===== src/rtl/fetch_pkg.sv =====
// Shared types for the instruction prefetcher: queue entry layout, the
// drain-tracking state, and the value presented when no instruction is valid.
package fetch_pkg;

    localparam logic [31:0] INVALID_INST_DEFAULT = 32'hc0defec4;

    typedef enum logic {
        RUN   = 1'b0,
        DRAIN = 1'b1
    } state_e;

    typedef struct packed {
        logic [31:0] pc;
        logic [31:0] inst;
    } entry_t;

endpackage


===== src/rtl/fetch_queue.sv =====
// Synchronous FIFO of fetched {pc, inst} entries with flush and occupancy.
// A push becomes visible at the head on the cycle after it is written.
module fetch_queue
    import fetch_pkg::*;
#(
    parameter int DEPTH = 4,
    parameter int CW    = $clog2(DEPTH + 1)
) (
    input  logic          clk,
    input  logic          reset_n,
    input  logic          push_i,
    input  entry_t        push_data_i,
    input  logic          pop_i,
    input  logic          flush_i,
    output entry_t        head_o,
    output logic [CW-1:0] occ_o
);

    localparam int AW = $clog2(DEPTH);

    entry_t        mem_q [DEPTH];
    logic [AW-1:0] rd_ptr_q, rd_ptr_d;
    logic [AW-1:0] wr_ptr_q, wr_ptr_d;
    logic [CW-1:0] occ_q, occ_d;
    logic          push_ok, pop_ok;

    // Guards keep the pointers coherent even if a caller breaks the credit rule.
    assign push_ok = push_i & ~flush_i & (occ_q != CW'(DEPTH));
    assign pop_ok  = pop_i  & ~flush_i & (occ_q != '0);

    always_comb begin
        rd_ptr_d = rd_ptr_q;
        wr_ptr_d = wr_ptr_q;
        occ_d    = occ_q;
        if (flush_i) begin
            rd_ptr_d = '0;
            wr_ptr_d = '0;
            occ_d    = '0;
        end else begin
            if (push_ok) wr_ptr_d = wr_ptr_q + AW'(1);
            if (pop_ok)  rd_ptr_d = rd_ptr_q + AW'(1);
            case ({push_ok, pop_ok})
                2'b10:   occ_d = occ_q + CW'(1);
                2'b01:   occ_d = occ_q - CW'(1);
                default: occ_d = occ_q;
            endcase
        end
    end

    always_ff @(posedge clk or negedge reset_n) begin
        if (!reset_n) begin
            rd_ptr_q <= '0;
            wr_ptr_q <= '0;
            occ_q    <= '0;
        end else begin
            rd_ptr_q <= rd_ptr_d;
            wr_ptr_q <= wr_ptr_d;
            occ_q    <= occ_d;
        end
    end

    always_ff @(posedge clk) begin
        if (push_ok) mem_q[wr_ptr_q] <= push_data_i;
    end

    assign head_o = mem_q[rd_ptr_q];
    assign occ_o  = occ_q;

endmodule


===== src/rtl/instruction_prefetch.sv =====
// Credit-limited instruction prefetcher: issues sequential fetches, queues
// in-order responses, and discards responses still in flight after a redirect.
//   state | meaning
//   RUN   | no stale responses pending; responses are queued
//   DRAIN | drop_cnt stale responses still due; each one is discarded
module instruction_prefetch
    import fetch_pkg::*;
#(
    parameter int          DEPTH        = 4,
    parameter logic [31:0] RESET_PC     = 32'h0000_0000,
    parameter logic [31:0] INVALID_INST = INVALID_INST_DEFAULT
) (
    input  logic        clk,
    input  logic        reset_n,
    output logic [31:0] mem_fetch_addr,
    output logic        mem_fetch_addr_en,
    input  logic [31:0] mem_inst_in,
    input  logic        mem_inst_valid,
    input  logic        override_pc,
    input  logic [31:0] override_pc_addr,
    output logic [31:0] inst,
    output logic [31:0] pc,
    output logic        valid,
    input  logic        stall
);

    localparam int CW = $clog2(DEPTH + 1);
    localparam int SW = CW + 2;

    state_e        state_q, state_d;
    logic [31:0]   fetch_addr_q, fetch_addr_d;
    logic [31:0]   resp_pc_q, resp_pc_d;
    logic [CW-1:0] outst_q, outst_d;
    logic [CW-1:0] drop_q, drop_d;
    logic [CW-1:0] occ;
    logic [SW-1:0] credits_used;
    logic [SW-1:0] inflight;
    logic          issue, accept, discard;
    entry_t        head, push_entry;

    // Stale responses still hold a credit until they come back.
    assign inflight     = SW'(outst_q) + SW'(drop_q);
    assign credits_used = SW'(occ) + inflight;

    assign issue   = reset_n & ~override_pc & (credits_used < SW'(DEPTH));
    // A response with nothing tracked (e.g. left over from before reset) is ignored.
    assign accept  = mem_inst_valid & ~override_pc & (state_q == RUN) & (outst_q != '0);
    assign discard = mem_inst_valid & ~override_pc & (state_q == DRAIN);

    assign push_entry = '{pc: resp_pc_q, inst: mem_inst_in};

    always_comb begin
        fetch_addr_d = fetch_addr_q;
        resp_pc_d    = resp_pc_q;
        outst_d      = outst_q;
        drop_d       = drop_q;
        if (override_pc) begin
            fetch_addr_d = override_pc_addr;
            resp_pc_d    = override_pc_addr;
            outst_d      = '0;
            // Everything still in flight becomes stale; a response arriving
            // this very cycle retires the oldest of them.
            if (mem_inst_valid && (inflight != '0)) begin
                drop_d = CW'(inflight - SW'(1));
            end else begin
                drop_d = CW'(inflight);
            end
        end else begin
            if (issue)   fetch_addr_d = fetch_addr_q + 32'd4;
            if (accept)  resp_pc_d    = resp_pc_q + 32'd4;
            if (discard) drop_d       = drop_q - CW'(1);
            case ({issue, accept})
                2'b10:   outst_d = outst_q + CW'(1);
                2'b01:   outst_d = outst_q - CW'(1);
                default: outst_d = outst_q;
            endcase
        end
        state_d = (drop_d != '0) ? DRAIN : RUN;
    end

    always_ff @(posedge clk or negedge reset_n) begin
        if (!reset_n) begin
            state_q      <= RUN;
            fetch_addr_q <= RESET_PC;
            resp_pc_q    <= RESET_PC;
            outst_q      <= '0;
            drop_q       <= '0;
        end else begin
            state_q      <= state_d;
            fetch_addr_q <= fetch_addr_d;
            resp_pc_q    <= resp_pc_d;
            outst_q      <= outst_d;
            drop_q       <= drop_d;
        end
    end

    fetch_queue #(
        .DEPTH(DEPTH),
        .CW   (CW)
    ) u_queue (
        .clk        (clk),
        .reset_n    (reset_n),
        .push_i     (accept),
        .push_data_i(push_entry),
        .pop_i      (valid),
        .flush_i    (override_pc),
        .head_o     (head),
        .occ_o      (occ)
    );

    assign mem_fetch_addr    = fetch_addr_q;
    assign mem_fetch_addr_en = issue;

    assign valid = (occ != '0) & ~stall & ~override_pc & reset_n;
    assign inst  = valid ? head.inst : INVALID_INST;
    assign pc    = valid ? head.pc   : 32'h0;

endmodule


===== config.mk =====
export PLATFORM = sky130hd
export DESIGN_NAME = instruction_prefetch
export DESIGN_NICKNAME = d
export VERILOG_FILES = /design/src/rtl/fetch_pkg.sv /design/src/rtl/fetch_queue.sv /design/src/rtl/instruction_prefetch.sv
export SDC_FILE = /design/constraint.sdc
export NUM_CORES = 1
export LEC_CHECK = 0
export ABC_AREA = 1
export CORE_UTILIZATION = 51
export DETAILED_ROUTE_END_ITERATION = 10
export GPL_TIMING_DRIVEN = 0
export PLACE_DENSITY = 0.78
export SKIP_CTS_REPAIR_TIMING = 1
export SLEW_MARGIN = 30
export SYNTH_ARGS = -nofsm -noshare
export SYNTH_HDL_FRONTEND = slang
export SYNTH_SLANG_ARGS = --single-unit

===== constraint.sdc =====
create_clock -name clk -period 4.28 [get_ports clk]
set_clock_uncertainty 0.1 [all_clocks]
set_input_delay 1.284 -clock clk [delete_from_list [all_inputs] [get_ports clk]]
set_output_delay 1.284 -clock clk [all_outputs]
set_load 0.02 [all_outputs]

==> results.tsv, run 1 <==
stage	metric	value	unit
timing	slew_violations	0	
worst_setup_path	r2r_slack	0.98	ns
worst_setup_path	startpoint_type	input pin	
route	drtAntennaViolNets	0	
synthesis	ys_seq_area_frac	0.6266	
timing	worst_pin_slew	0.8723	ns
worst_setup_path	slowest_stage	clkdlybuf4s50_1	
timing	slew-limit-headroom	0.4184	
floorplanning	ios	167	
global_routing	grtUsageMet2	0.4410	
route	drtPass1Iterations	5	
worst_setup_path	startpoint	stall	
worst_setup_path	cpPeakStageDelay	0.48	ns
global_routing	antenna_found_initial	0	
pwr	leakage	8.065	nW
hold_path	min_from	mem_fetch_addr[0]	
hold_path	hp-class	reg2reg	
cts	cts_root_buffer	clkbuf_16	
cts	path_clk_slew	0.06	ns
synthesis	ys_ff_latch	334	
global_routing	grt.busiest_layer	met2	
synthesis	syn_avg_cell_area	9.780	um^2
job	cap_violations	0	
global_routing	grtUsageTotal	0.2719	
cts	cts_buffer_depth	3	
route	routedWlPerCell	19.11	um
layout	num-nets-final	1889	
route	vias	12406	
floorplanning	initial_core_util	0.5190	
synthesis	synthDistinctLibCells	39	
timing	layout_min_cycle_time	4.228	ns
placement	portBuffers	164	
hold_path	whs_endpoint	mem_fetch_addr[0]	
worst_setup_path	arrival	2.84	ns
worst_setup_path	r2r_cells	21	
pwr	ir_worst_vdd	0.0002415	V
cts	clk_latency	0.51	ns
timing	setup_viol	0	
route	viasPerCell	5.588	
layout	layout_common_cells	nor2_1 (325), nand2_1 (314), edfxtp_1 (256)	
worst_setup_path	rr_endpoint	outst_q[2]	
timing	timing.hold.ws	0.3778	ns
global_routing	first_global_vias	11944	
layout	n_antenna_cell	0	
route	drt_wl_total	42430	um
worst_setup_path	path_max_fanout	10	
route	drtIter0Drc	1076	
pwr	p_total	0.008107	W
synthesis	yosys_warnings	0	
pwr	power_density	418.5	nW/um^2
placement	place.gp.congestion	0.9253	
global_routing	grt_max_degree	57	
cts	htreeDepth	2	
status	status	finished clean	
worst_setup_path	cp-end-kind	output port	
route	drc	0	
hold_path	min_path_cells	2	
global_routing	grt_pass1_wl	64200	um
synthesis	synth_area	15380	um^2
floorplanning	die-area	30860	um^2
worst_setup_path	crit_chain	clkdlybuf4s50_1 -> nor3_4 -> buf_4 -> clkbuf_4 -> o311ai_0 -> dlymetal6s2s_1	
global_routing	met1_usage	0.3627	
global_routing	grt_overflow_total	0	
synthesis	syn_nets	1659	
layout	area_growth	25.90	%
worst_setup_path	critical_path_class	in2out	
floorplanning	fp.dieH	175.7	um
global_routing	grt_use_met3	0.03442	
synthesis	postSynthCellCount	1573	
layout	drive_gt1_frac	0.1000	
worst_setup_path	cp_data_required_time	2.90	ns
layout	final_common_cell	nor2_1	
floorplanning	rows	63	
floorplanning	core	29640	um^2
worst_setup_path	worstReg2RegStart	drop_q[0]	
cts	cts_num_sinks	334	
timing	timing.fmax	236.5	MHz
timing	hold_violations	0	
floorplanning	fp.dieW	175.7	um
timing	setup_tns	0	ns
cts	cts-buffers-inserted	35	
timing	period_share	0.9877	
placement	dp_hpwl	29300	um
cts	cts_tree	yes	
[worst max path at each step]
stage	end	slack, ns	cells past startpoint
floorplan	u_queue.mem_q[0][0]	-0.87	7
global placement	pc[15]	-3.79	7
detailed placement	inst[7]	-0.85	7
CTS	pc[15]	-0.85	8
global route	inst[9]	-0.01	6
finish	inst[9]	0.05	6
[layer usage]
metal / vias to the layer above / share of wire
li1: 5797 / -
met1: 5878 / 0.41
met2: 619 / 0.47
met3: 112 / 0.074
met4: 0 / 0.043
met5: - / 0
[kinds of logic (layout without fill, tap and decap cells)]
family          Yosys count  after routing  synth area share
compound gates          240            240           0.08621
xor+xnor                 19             19           0.01082
fa+ha+maj                17             17           0.01529
buf+inv                 171            428           0.04595
flops                   334            334            0.6266
simple gates            792            792            0.2151
[worst max-delay path, delay by kind of cell]
kind | cells | cell delay [ns]
buffers and inverters | 4 | 1.16
AOI/OAI and AO/OA | 1 | 0.22
and+or+nand+nor | 1 | 0.18
[synthesized netlist by cell type]
| library cell | instances | area share |
|---|---|---|
| nor2_1 | 330 | 0.081 |
| nand2_1 | 317 | 0.077 |
| edfxtp_1 | 256 | 0.50 |
| o21ai_0 | 141 | 0.046 |
| inv_1 | 98 | 0.024 |
| nand3_1 | 81 | 0.026 |
| dfrtp_1 | 78 | 0.13 |
| a21oi_1 | 55 | 0.018 |
| buf_2 | 29 | 0.0094 |
| clkbuf_1 | 27 | 0.0066 |
| o311ai_0 | 18 | 0.010 |
| xor2_1 | 15 | 0.0085 |
| ha_1 | 14 | 0.011 |
| nor3_1 | 13 | 0.0042 |
| o211ai_1 | 13 | 0.0063 |
| nand3b_1 | 11 | 0.0054 |
| nor2_2 | 8 | 0.0033 |
| nand4_1 | 7 | 0.0028 |
| buf_1 | 6 | 0.0015 |
| nand2_2 | 6 | 0.0024 |
| nor2_4 | 5 | 0.0037 |
| buf_4 | 4 | 0.0020 |
| nand3_2 | 4 | 0.0026 |
| o21ai_1 | 4 | 0.0013 |
| xnor2_1 | 4 | 0.0023 |
| fa_1 | 3 | 0.0039 |
| inv_2 | 3 | 0.00073 |
| nand2_4 | 3 | 0.0022 |
| nor3_2 | 3 | 0.0020 |
| o21bai_1 | 3 | 0.0015 |
| o221ai_1 | 3 | 0.0017 |
| a31oi_1 | 2 | 0.00081 |
| inv_4 | 2 | 0.00081 |
| or2_2 | 2 | 0.00081 |
| a21oi_2 | 1 | 0.00057 |
| buf_6 | 1 | 0.00073 |
| clkinv_2 | 1 | 0.00033 |
| nand3_4 | 1 | 0.0011 |
| or2_0 | 1 | 0.00041 |
[state kept, by name (all words and copies together), names as in the netlist]
register	count
u_queue.rd_ptr_q	2
u_queue.wr_ptr_q	2
mem_fetch_addr	32
state_q	1
u_queue.mem_q	256
u_queue.occ_o	3
resp_pc_q	32
drop_q	3
outst_q	3
[report_power, final]
part	internal, W	switching, W
registers	0.00364	0.000224
clock network	0.00169	0.00123
logic	0.000547	0.000779
total	0.00587	0.00223
[per-stage QoR]
stage	utilization	instances	instance area [um^2]	setup slack, ns
finish	0.6535	2220	19370	0.05248
global route	0.6535	2220	19370	-0.01329
CTS	0.6414	2204	19010	-0.8519
detailed placement	0.6040	2140	17900	-0.8497
global placement	0.5909	2127	17510	-3.791
floorplan	-	1573	15380	-0.8725
[area by class of cell]
type                            count  area (um^2)
Timing Repair Buffer              193         2270
Fill cell                        2237        10270
Sequential cell                   334         9641
Clock buffer                       49        989.7
Inverter                          104        407.9
Buffer                             67        331.6
Tap cell                          390        488.0
Clock inverter                     15        118.9
Multi-Input combinational cell   1068         5122
(Power assumes the default switching activity.)
==> run 2, diff against run 1 <==
Settings changed: SLEW_MARGIN 30 to 20.
==> run 2 against run 1 <==
  * Die area stayed put
  * Hold slack better by 0.0038 ns
  * Final area is 0.87% lower
  * Utilization decreased by 0.57 points
  * Maximum frequency increased by 1.0%
  * Combinational power down 3%
  * Wire length about the same
  * Flip-flop and latch count is the same
  * Sequential share of layout area increased by 0.44 points
  * Register-to-register slack improved by 0.02 ns
  * Sequential power about the same
  * Critical path type unchanged
==> results.tsv, run 2 (synthesis results as in run 1) <==
stage	metric	value	unit
status	status	finished clean	
cts	cts-buffers-inserted	36	
layout	largest_register_ffs	256	
route	viasPerCell	5.603	
timing	hold_violations	0	
layout	layout_common_cells	nor2_1 (326), nand2_1 (315), edfxtp_1 (256)	
layout	n_antenna_cell	0	
global_routing	grt_pass1_wl	64520	um
timing	layout_min_cycle_time	4.185	ns
route	drtIter0Drc	1371	
timing	setup_tns	0	ns
layout	area_growth	24.81	%
placement	dp_hpwl	29180	um
floorplanning	fp.dieW	175.7	um
worst_setup_path	arrival	2.80	ns
floorplanning	core	29640	um^2
timing	timing.fmax	239.0	MHz
pwr	power_density	415.1	nW/um^2
global_routing	grtUsageTotal	0.2723	
layout	final_cells	2211	
placement	place_ws	-1.046	ns
layout	num-nets-final	1882	
pwr	ir_worst_vdd	0.0002476	V
floorplanning	initial_core_util	0.5190	
floorplanning	fp.dieH	175.7	um
floorplanning	die-area	30860	um^2
timing	slew-limit-headroom	0.4613	
timing	timing.hold.ws	0.3816	ns
worst_setup_path	path_max_fanout	19	
timing	period_share	0.9777	
cts	cts_buffer_depth	3	
global_routing	antenna_found_initial	0	
hold_path	hp-class	reg2reg	
pwr	leakage	7.967	nW
worst_setup_path	startpoint_type	input pin	
cts	htreeDepth	2	
timing	worst_pin_slew	0.8081	ns
route	drtPass1Iterations	6	
floorplanning	ios	167	
global_routing	grt_overflow_total	0	
global_routing	grt_max_degree	46	
cts	clk_latency	0.51	ns
cts	cts_tree	yes	
cts	path_clk_slew	0.05	ns
layout	final_common_cell	nor2_1	
layout	top_register	u_queue.mem_q	
worst_setup_path	cp_data_required_time	2.90	ns
worst_setup_path	critical_path_class	in2out	
route	routedWlPerCell	19.20	um
timing	layout_setup_ws	0.09546	ns
cts	cts_root_buffer	clkbuf_16	
layout	drive_gt1_frac	0.09555	
route	drtAntennaViolNets	0	
placement	dp.cells	2139	
job	cap_violations	0	
global_routing	first_global_vias	12110	
cts	cts_num_sinks	334	
floorplanning	rows	63	
layout	post-route-util	0.6478	
timing	slew_violations	0	
route	drt_wl_total	42460	um
route	vias	12389	
placement	portBuffers	164	
timing	setup_viol	0	
route	drc	0	
placement	place.gp.congestion	0.9253	
worst_setup_path	cp-end-kind	output port	
-- run 2: stage by stage --
step	power (W)	cell area, um^2
2_1_floorplan	0.004595	15380
3_3_place_gp	0.005105	17510
3_5_place_dp	0.005145	17820
4_1_cts	0.007937	18890
5_1_grt	0.008288	19200
6_report	0.007971	19200
-- run 2: final cells by class --
cell class / count / area [um^2]
Fill cell: 2274 / 10440
Clock inverter: 16 / 105.1
Clock buffer: 47 / 962.2
Buffer: 67 / 331.6
Inverter: 104 / 402.9
Sequential cell: 334 / 9642
Multi-Input combinational cell: 1068 / 5104
Tap cell: 390 / 488.0
Timing Repair Buffer: 185 / 2166
-- run 2: final timing paths --
kind / depth (start not counted) / start / endpoint / slack (ns)
worst max-delay path: 9 / reset_n / pc[30] / 0.1
worst min-delay path: 2 / mem_fetch_addr[1] / mem_fetch_addr[1] / 0.38
worst max register to register: 21 / outst_q[0] / outst_q[2] / 1.00
worst min register to register: 2 / mem_fetch_addr[1] / mem_fetch_addr[1] / 0.38
max in group asynchronous: 2 / reset_n / outst_q[0] / 3.19
min in group asynchronous: 1 / reset_n / mem_fetch_addr[14] / 0.50
-- run 2: critical path, cell delays in order --
cell and delay, ns:
buf_16 0.16, buf_16 0.17, nand2_2 0.10, nor2_1 0.15, nand2_2 0.14, buf_4 0.22
buf_4 0.20, a21oi_1 0.18, buf_4 0.18
-- run 2: metal layers --
metal | wire length [um] | share of wire | track usage
met3 | 3386 | 0.080 | 0.04459
met2 | 20480 | 0.48 | 0.4463
met1 | 17010 | 0.40 | 0.3603
met5 | 0 | 0 | 0
met4 | 1586 | 0.037 | 0.1152
-- run 2: report_power, final --
group	switching [W]	total (W)	leakage (nW)	internal [W]
sequential	0.000221	0.00386	3.25	0.00364
combinational	0.000765	0.00129	4.20	0.000520
clock	0.00123	0.00282	0.516	0.00160
total	0.00221	0.00797	7.97	0.00576
